<file path="config.mk">
export PLATFORM = sky130hd
export DESIGN_NAME = ps2_key_decoder
export DESIGN_NICKNAME = d
export VERILOG_FILES = /design/src/rtl/ps2_key_decoder.sv
export SDC_FILE = /design/constraint.sdc
export NUM_CORES = 1
export LEC_CHECK = 0
export BUFFER_PORTS_ARGS = -buffer_cell sky130_fd_sc_hd__buf_2
export CAP_MARGIN = 20
export CORE_UTILIZATION = 55
export DETAILED_ROUTE_END_ITERATION = 6
export GPL_TIMING_DRIVEN = 0
export PLACE_DENSITY = 0.86
export SKIP_LAST_GASP = 1
export SYNTH_ARGS = -nofsm -noshare
export SYNTH_HDL_FRONTEND = slang
export SYNTH_SLANG_ARGS = --single-unit
</file>
<file path="constraint.sdc">
create_clock -name clk -period 4.8 [get_ports clk]
set_clock_uncertainty 0.15 [all_clocks]
set_input_delay 0.72 -clock clk [delete_from_list [all_inputs] [get_ports clk]]
set_output_delay 0.72 -clock clk [all_outputs]
set_load 0.03 [all_outputs]
</file>
<file path="src/rtl/ps2_key_decoder.sv">
// PS/2 Set-2 scan-code decoder: resolves E0/F0 prefixes, filters typematic
// repeats, tracks the 13 held piano keys and the octave register.
module ps2_key_decoder #(
    parameter int unsigned TIMEOUT_CYCLES = 2_500_000,
    parameter int unsigned OCT_MAX        = 6,
    parameter int unsigned OCT_INIT       = 4
) (
    input  logic        clk,
    input  logic        reset,
    input  logic        rx_done_tick,
    input  logic [7:0]  rx_data,
    output logic        key_valid,
    output logic [7:0]  key_code,
    output logic        key_ext,
    output logic        key_break,
    output logic        key_repeat,
    output logic [12:0] note_held,
    output logic        note_active,
    output logic [3:0]  note_idx,
    output logic [2:0]  octave
);

    localparam int unsigned CW = (TIMEOUT_CYCLES > 1) ? $clog2(TIMEOUT_CYCLES) : 1;

    typedef enum logic [1:0] {IDLE, EXT, BRK, EXT_BRK} state_t;

    state_t        state, state_next;
    logic [CW-1:0] cnt;
    logic          z_held, x_held;

    logic          emit, ev_ext, ev_brk;
    logic [12:0]   held_next;
    logic          z_next, x_next, rep_next;
    logic [2:0]    oct_next;
    logic [3:0]    idx_next;
    logic [4:0]    lookup;

    // {hit, index} for the piano key map
    function automatic logic [4:0] note_lookup(input logic [7:0] b);
        case (b)
            8'h1C:   return {1'b1, 4'd0};
            8'h1D:   return {1'b1, 4'd1};
            8'h1B:   return {1'b1, 4'd2};
            8'h24:   return {1'b1, 4'd3};
            8'h23:   return {1'b1, 4'd4};
            8'h2B:   return {1'b1, 4'd5};
            8'h2C:   return {1'b1, 4'd6};
            8'h34:   return {1'b1, 4'd7};
            8'h35:   return {1'b1, 4'd8};
            8'h33:   return {1'b1, 4'd9};
            8'h3C:   return {1'b1, 4'd10};
            8'h3B:   return {1'b1, 4'd11};
            8'h42:   return {1'b1, 4'd12};
            default: return '0;
        endcase
    endfunction

    always_comb begin
        state_next = state;
        emit       = 1'b0;
        ev_ext     = 1'b0;
        ev_brk     = 1'b0;
        case (state)
            IDLE: begin
                if (rx_data == 8'hE0)      state_next = EXT;
                else if (rx_data == 8'hF0) state_next = BRK;
                else                       emit = 1'b1;
            end
            EXT: begin
                if (rx_data == 8'hF0)      state_next = EXT_BRK;
                else if (rx_data != 8'hE0) begin
                    emit = 1'b1; ev_ext = 1'b1; state_next = IDLE;
                end
            end
            BRK: begin
                if (rx_data == 8'hE0)      state_next = EXT_BRK;
                else if (rx_data != 8'hF0) begin
                    emit = 1'b1; ev_brk = 1'b1; state_next = IDLE;
                end
            end
            default: begin
                if (rx_data != 8'hE0 && rx_data != 8'hF0) begin
                    emit = 1'b1; ev_ext = 1'b1; ev_brk = 1'b1; state_next = IDLE;
                end
            end
        endcase
    end

    always_comb begin
        lookup    = note_lookup(rx_data);
        held_next = note_held;
        z_next    = z_held;
        x_next    = x_held;
        oct_next  = octave;
        rep_next  = 1'b0;
        if (rx_done_tick && emit && !ev_ext) begin
            if (state == IDLE && (rx_data == 8'hAA || rx_data == 8'hFC)) begin
                held_next = '0;
                z_next    = 1'b0;
                x_next    = 1'b0;
            end else if (lookup[4]) begin
                if (ev_brk)                    held_next[lookup[3:0]] = 1'b0;
                else if (note_held[lookup[3:0]]) rep_next = 1'b1;
                else                           held_next[lookup[3:0]] = 1'b1;
            end else if (rx_data == 8'h1A) begin
                if (ev_brk)      z_next = 1'b0;
                else if (z_held) rep_next = 1'b1;
                else begin
                    z_next = 1'b1;
                    if (octave > 3'd0) oct_next = octave - 3'd1;
                end
            end else if (rx_data == 8'h22) begin
                if (ev_brk)      x_next = 1'b0;
                else if (x_held) rep_next = 1'b1;
                else begin
                    x_next = 1'b1;
                    if (octave < 3'(OCT_MAX)) oct_next = octave + 3'd1;
                end
            end
        end
    end

    // Lowest held index wins; scanning downward lets the last hit be the lowest.
    always_comb begin
        idx_next = '0;
        for (int unsigned i = 13; i > 0; i--) begin
            if (held_next[i-1]) idx_next = 4'(i - 1);
        end
    end

    always_ff @(posedge clk or posedge reset) begin
        if (reset) begin
            state       <= IDLE;
            cnt         <= '0;
            key_valid   <= 1'b0;
            key_code    <= '0;
            key_ext     <= 1'b0;
            key_break   <= 1'b0;
            key_repeat  <= 1'b0;
            note_held   <= '0;
            note_active <= 1'b0;
            note_idx    <= '0;
            octave      <= 3'(OCT_INIT);
            z_held      <= 1'b0;
            x_held      <= 1'b0;
        end else begin
            key_valid <= 1'b0;
            if (rx_done_tick) begin
                // A byte arriving on the timeout cycle is still decoded in the prefix state.
                cnt   <= '0;
                state <= state_next;
                if (emit) begin
                    key_valid  <= 1'b1;
                    key_code   <= rx_data;
                    key_ext    <= ev_ext;
                    key_break  <= ev_brk;
                    key_repeat <= rep_next;
                end
            end else if (state != IDLE) begin
                if (cnt == CW'(TIMEOUT_CYCLES - 1)) begin
                    state <= IDLE;
                    cnt   <= '0;
                end else begin
                    cnt <= cnt + CW'(1);
                end
            end else begin
                cnt <= '0;
            end
            note_held   <= held_next;
            note_active <= |held_next;
            note_idx    <= idx_next;
            octave      <= oct_next;
            z_held      <= z_next;
            x_held      <= x_next;
        end
    end

endmodule

</file>
* Word-level counts from Yosys, hierarchy flattened
Cells that the tools add are included.
Storage, ports and cells: register bits after elaboration 59, bits of input ports 11, logic and storage cells 159
Cells by class: add/subtract/negate cells 3, $lt $le $gt $ge 4, equality and inequality tests 35, multiplexer cells 76, bitwise operators 5, reductions and logical operators 23
Operators by type and width (number):
- $eq A8 B6 Y1 const B | 10
- $mux W22 | 3
- $mux W13 | 5
- $pmux W5 S13 | 1
- $mux W4 | 13
- $eq A8 B5 Y1 const B | 4
- $eq A8 B8 Y1 const B | 4
- $mux W1 | 30
- $mux W3 | 8
- $add A22 B1 Y22 const B | 1
- $eq A22 B22 Y1 const B | 1
- $mux W2 | 10
- $ne A8 B8 Y1 const B | 2
- $reduce_bool A2 Y1 | 7
- $and A13 B13 Y13 | 1
- $not A13 Y13 | 1
- $or A13 B13 Y13 | 1
- $reduce_or A13 Y1 | 1
- $ne A4 B4 Y1 const B | 3
- $reduce_and A10 Y1 | 1
- $eq A8 B7 Y1 const B | 1
- $ne A2 B2 Y1 const B | 4
- $ne A2 B1 Y1 const B | 3
- $pmux W2 S3 | 1
- other kinds (23) | 30

* Logic depth before layout (Yosys ltp)
depth after elaboration 25, gate-level depth with buffers 13, gate-level depth less buffers 10

* Least setup slack after synthesis
Ideal clock, no wire load.
path type input to register, start in rx_data[6], end reg note_idx[0], arrival 3.269 ns, setup slack 1.299 ns, cell stages on the path 13, path buffers 3, cell sequence buf_4 -> nor3b_4 -> a22o_1 -> buf_6 -> mux2i_1 -> mux2i_1 -> o32a_4 -> and2_4 -> buf_6 -> o41ai_4 -> a31oi_1 -> or4_1 -> a31oi_1
Between the ends: word-level cells in the longest chain between the ends 24, elaborated cells on any way between the ends 63
RTL lines:
- from (decl) | line 11 | input logic [7:0] rx_data,
- $eq A8 B7 Y1, or another cell as far along | line 40 | case (b)
- $pmux W5 S13 | line 40
- $lt A4 B5 Y1 (not written as such) or $ge A4 B1 Y1 (tied branches) | line 102, 104
- $logic_and A1 B1 Y1 (not written as such) | line 102, 104
- $mux W1 (not written as such) | line 102, 104
- $demux W1 S4 | line 102, 104
- $or A13 B13 Y13 (no line) or $not A13 Y13 (tied branches)
- $mux W13 or $and A13 B13 Y13 (tied branches)
- $mux W13 | line 102 | if (ev_brk) held_next[lookup[3:0]] = 1'b0;
- $mux W13 | line 101 | end else if (lookup[4]) begin
- $mux W13 | line 97 | if (state == IDLE && (rx_data == 8'hAA || rx_data == 8'hFC)) begin
- $mux W13 * | line 96 | if (rx_done_tick && emit && !ev_ext) begin
- named net held_next[11] | line 32 | logic [12:0] held_next;
- $mux W4 * (12 in series) | line 127 | if (held_next[i-1]) idx_next = 4'(i - 1);
- named net idx_next[0] | line 35 | logic [3:0] idx_next;
- to (signal assigned) | line 171 | note_idx <= idx_next;
- to (decl) | line 19 | output logic [3:0] note_idx,
The timed path passes the listed nets; every way through them passes the cells marked *. The select of a mux whose other input is x is not followed. A chain may end at the register's enable or synchronous reset.

* Final worst setup path
start in rx_data[0], end reg note_idx[0]
The elaborated chain is that of the path after synthesis.

==> impl_metrics.yaml <==
run_status:
  status: "finished, final reports clean"
global_route:
  grt_usage: 0.281
  antenna_found_initial: 0
  grt_max_degree: 39
  overflow: 0
  grt_pass1_wl_um: 15600
  grt_pass1_vias: 3330
critical_path:
  crit_chain: "buf_2 -> or3b_1 -> nor4_1 -> nand2b_1 -> nor2_1 -> a21oi_1 -> o21ai_0 -> o41ai_4 -> a31oi_1 -> or4_1 -> a31oi_1"
  worstPathMaxFanout: 7
  cp_slowest_stage_delay_ns: 0.60
  worst_setup_path_end_kind: "flop"
  worst_ep_arrival_time_ns: 3.82
  cp-start-kind: "primary input"
  critical_path_required_ns: 4.92
  cpLargestDelayFamily: "simple AND/OR/NAND/NOR gates"
  cp_num_buf_inv: 1
  worstRegToRegCells: 10
  slowest_stage: "nor4_1"
  cpMostUsedCell: "a31oi_1"
  crit_type: "in2reg"
  critical_path_depth: 11
yosys:
  ys_warn_count: 0
  synth_top_area_frac: 0.401
  yosys-top-cells-area: "dfrtp_1 40%, nand2_1 5.7%, nor2_1 4.7%, xor2_1 3.6%, nand3_1 2.8%"
  synth_xor_area_frac: 0.0533
  synth_top_family_by_area: "simple AND/OR/NAND/NOR gates"
  syn_inst: 400
  post-synth-top-area-cell: "dfrtp_1"
  syn-num-nets: 413
  synthArstFlopShare: 1.00
  syn_avg_cell_area_um2: 9.05
  yosysSeqAreaShare: 0.408
  synth-edff-count: 0
  synth-simple-area-share: 0.287
  synth_cell_type_count: 75
  synth_seq_cells: 59
  synth.cell_area_mm2: 0.00362
  synth_ff_type: "dfrtp_1"
  synth_fa_ha_area_frac: 0.00899
  synth.mux.area_fraction: 0.0194
  synth_compound_area_frac: 0.181
final_layout:
  final_util: 0.648
  area_growth_pct: 13.8
  diodes: 0
  num-fill-cells: 500
  final_layout_size_suffix_gt1_frac: 0.191
  fin_nets: 464
pwr:
  power_w: 0.00126
  p_per_area_mw_per_mm2: 305
  power.leakage_nw: 1.84
  vdd_drop_max_uv: 244
sta:
  period_minus_slack_ns: 3.70
  holdWs_ns: 0.236
  setup_tns_ns: 0
  timing.slew.headroom: 0.541
  max_freq_ghz: 0.270
  setup_violations: 0
  tightest_slew_ns: 0.682
  finalHoldViolations: 0
  drv_slew: 0
  rsz0062_at_grt: "no"
  timing.final.crit_share: 0.771
run:
  maxCapViolCount: 0
route:
  ant_nets: 0
  drcViolationCount: 0
  vias_per_cell: 6.29
  via_count: 3351
  dr.pass1.iters: 5
  wl_per_cell_um: 17.4
  totalWireLength_um: 9280
  drt_iter0_markers: 356
clock_network:
  numCtsBuffers: 9
  insertion_delay_ns: 0.35
  cts-root-buf: "clkbuf_8"
  clk_pin_slew_worst_paths_ns: 0.06
  cts_max_level: 3
  cts_buffer_depth: 2
  cts-resized-gates: 0
  cts_setup_buffers: 0
  holdBufCountCts: 0
  clock_sinks: 59
  tritoncts: "yes"
floorplanning:
  core_mm2: 0.00635
  start_util: 0.570
  rows: 29
  die_x_um: 83.1
  die_area_mm2: 0.00691
  die_h_um: 83.1
  io_pins: 44
hold_path:
  min_path_type: "in2async"
place:
  place_congestion: 0.975
  post-dp-hpwl_um: 6620
  port_buffers: 39
-- sequential cells by signal, summed over array words and instances, names as in the netlist, 2 cells and up --
register / flops
cnt: 22
note_held: 13
key_code: 8
note_idx: 4
octave: 3
state: 2
-- synth_stat cells (6+ instances only) --
library cell  count
dfrtp_1          58
nand2_1          55
nor2_1           45
nand3_1          20
o21ai_0          18
a21oi_1          17
xor2_1           15
inv_1            13
nor3_1           10
a31oi_1           7
clkbuf_1          7
mux2i_1           7
xnor2_1           7
buf_2             6
nand2b_1          6
nand4_1           6
or3_1             6
-- metrics by stage --
step | setup WS (ns) | cell area, um2 | cells
floorplan | 1.30 | 3620 | 400
global placement | 0.938 | 3910 | 516
detailed placement | 0.857 | 3930 | 517
CTS | 1.18 | 4120 | 533
global route | 0.923 | 4120 | 533
finish | 1.10 | 4120 | 533
-- cell families (layout without fill, tap and decap cells) --
| family | after synthesis | in the layout |
|---|---|---|
| xor+xnor | 22 | 22 |
| simple gates | 192 | 192 |
| flops | 59 | 59 |
| mux | 7 | 7 |
| buf+inv | 31 | 87 |
| fa+ha+maj | 2 | 2 |
| compound gates | 87 | 87 |
-- area by class of cell --
type / instances / area [um2] / share of cell area
Tap cell: 77 / 96.3 / 0.0234
Inverter: 13 / 48.8 / 0.0119
Clock inverter: 2 / 35.0 / 0.00851
Timing Repair Buffer: 40 / 215 / 0.0523
Buffer: 18 / 101 / 0.0246
Multi-Input combinational cell: 310 / 1990 / 0.483
Sequential cell: 59 / 1480 / 0.359
Clock buffer: 14 / 153 / 0.0371
-- power by group --
group          total (W)  switching [W]  internal, W  leakage [nW]
Sequential      0.000544      0.0000175     0.000527         0.788
Combinational   0.000265       0.000175    0.0000894         0.954
Clock           0.000448       0.000194     0.000254        0.0947
-- placed cells by master, fill, tap and decap left out, types with 4 or more instances in the layout --
cell type / Yosys / final
dfrtp_1: 58 / 58
nand2_1: 55 / 55
buf_2: 6 / 45
nor2_1: 45 / 45
nand3_1: 20 / 20
o21ai_0: 18 / 18
a21oi_1: 17 / 17
xor2_1: 15 / 15
inv_1: 13 / 12
clkbuf_1: 7 / 11
nor3_1: 10 / 10
clkbuf_8: 0 / 10
xnor2_1: 7 / 7
mux2i_1: 7 / 7
a31oi_1: 7 / 7
nand2b_1: 6 / 6
or3_1: 6 / 6
nand4_1: 6 / 6
and3_1: 4 / 4
nor4_1: 4 / 4
or4_1: 4 / 4
o21ai_1: 4 / 4
a211oi_1: 4 / 4
-- path summary, 6_finish.rpt --
| kind | startpoint | to | slack (ns) |
|---|---|---|---|
| hold / removal | reset | note_held[8] | 0.24 |
| max in group asynchronous | reset | key_repeat | 3.69 |
| hold reg to reg | key_ext | key_ext | 0.32 |
| min in group clk | key_ext | key_ext | 0.32 |
| setup reg to reg | state[0] | note_active | 1.43 |
| setup / recovery | rx_data[0] | note_idx[0] | 1.10 |
-- metal layers --
metal | track usage | wire [um] | part of all wire | vias to the layer above
met2 | 0.455 | 4380 | 0.47 | 157
met3 | 0.0398 | 663 | 0.071 | 42
li1 | - | - | - | 1535
met4 | 0.129 | 262 | 0.028 | 0
met1 | 0.375 | 3980 | 0.43 | 1617
met5 | 0 | 0 | 0 | -
(Power assumes the default switching activity.)
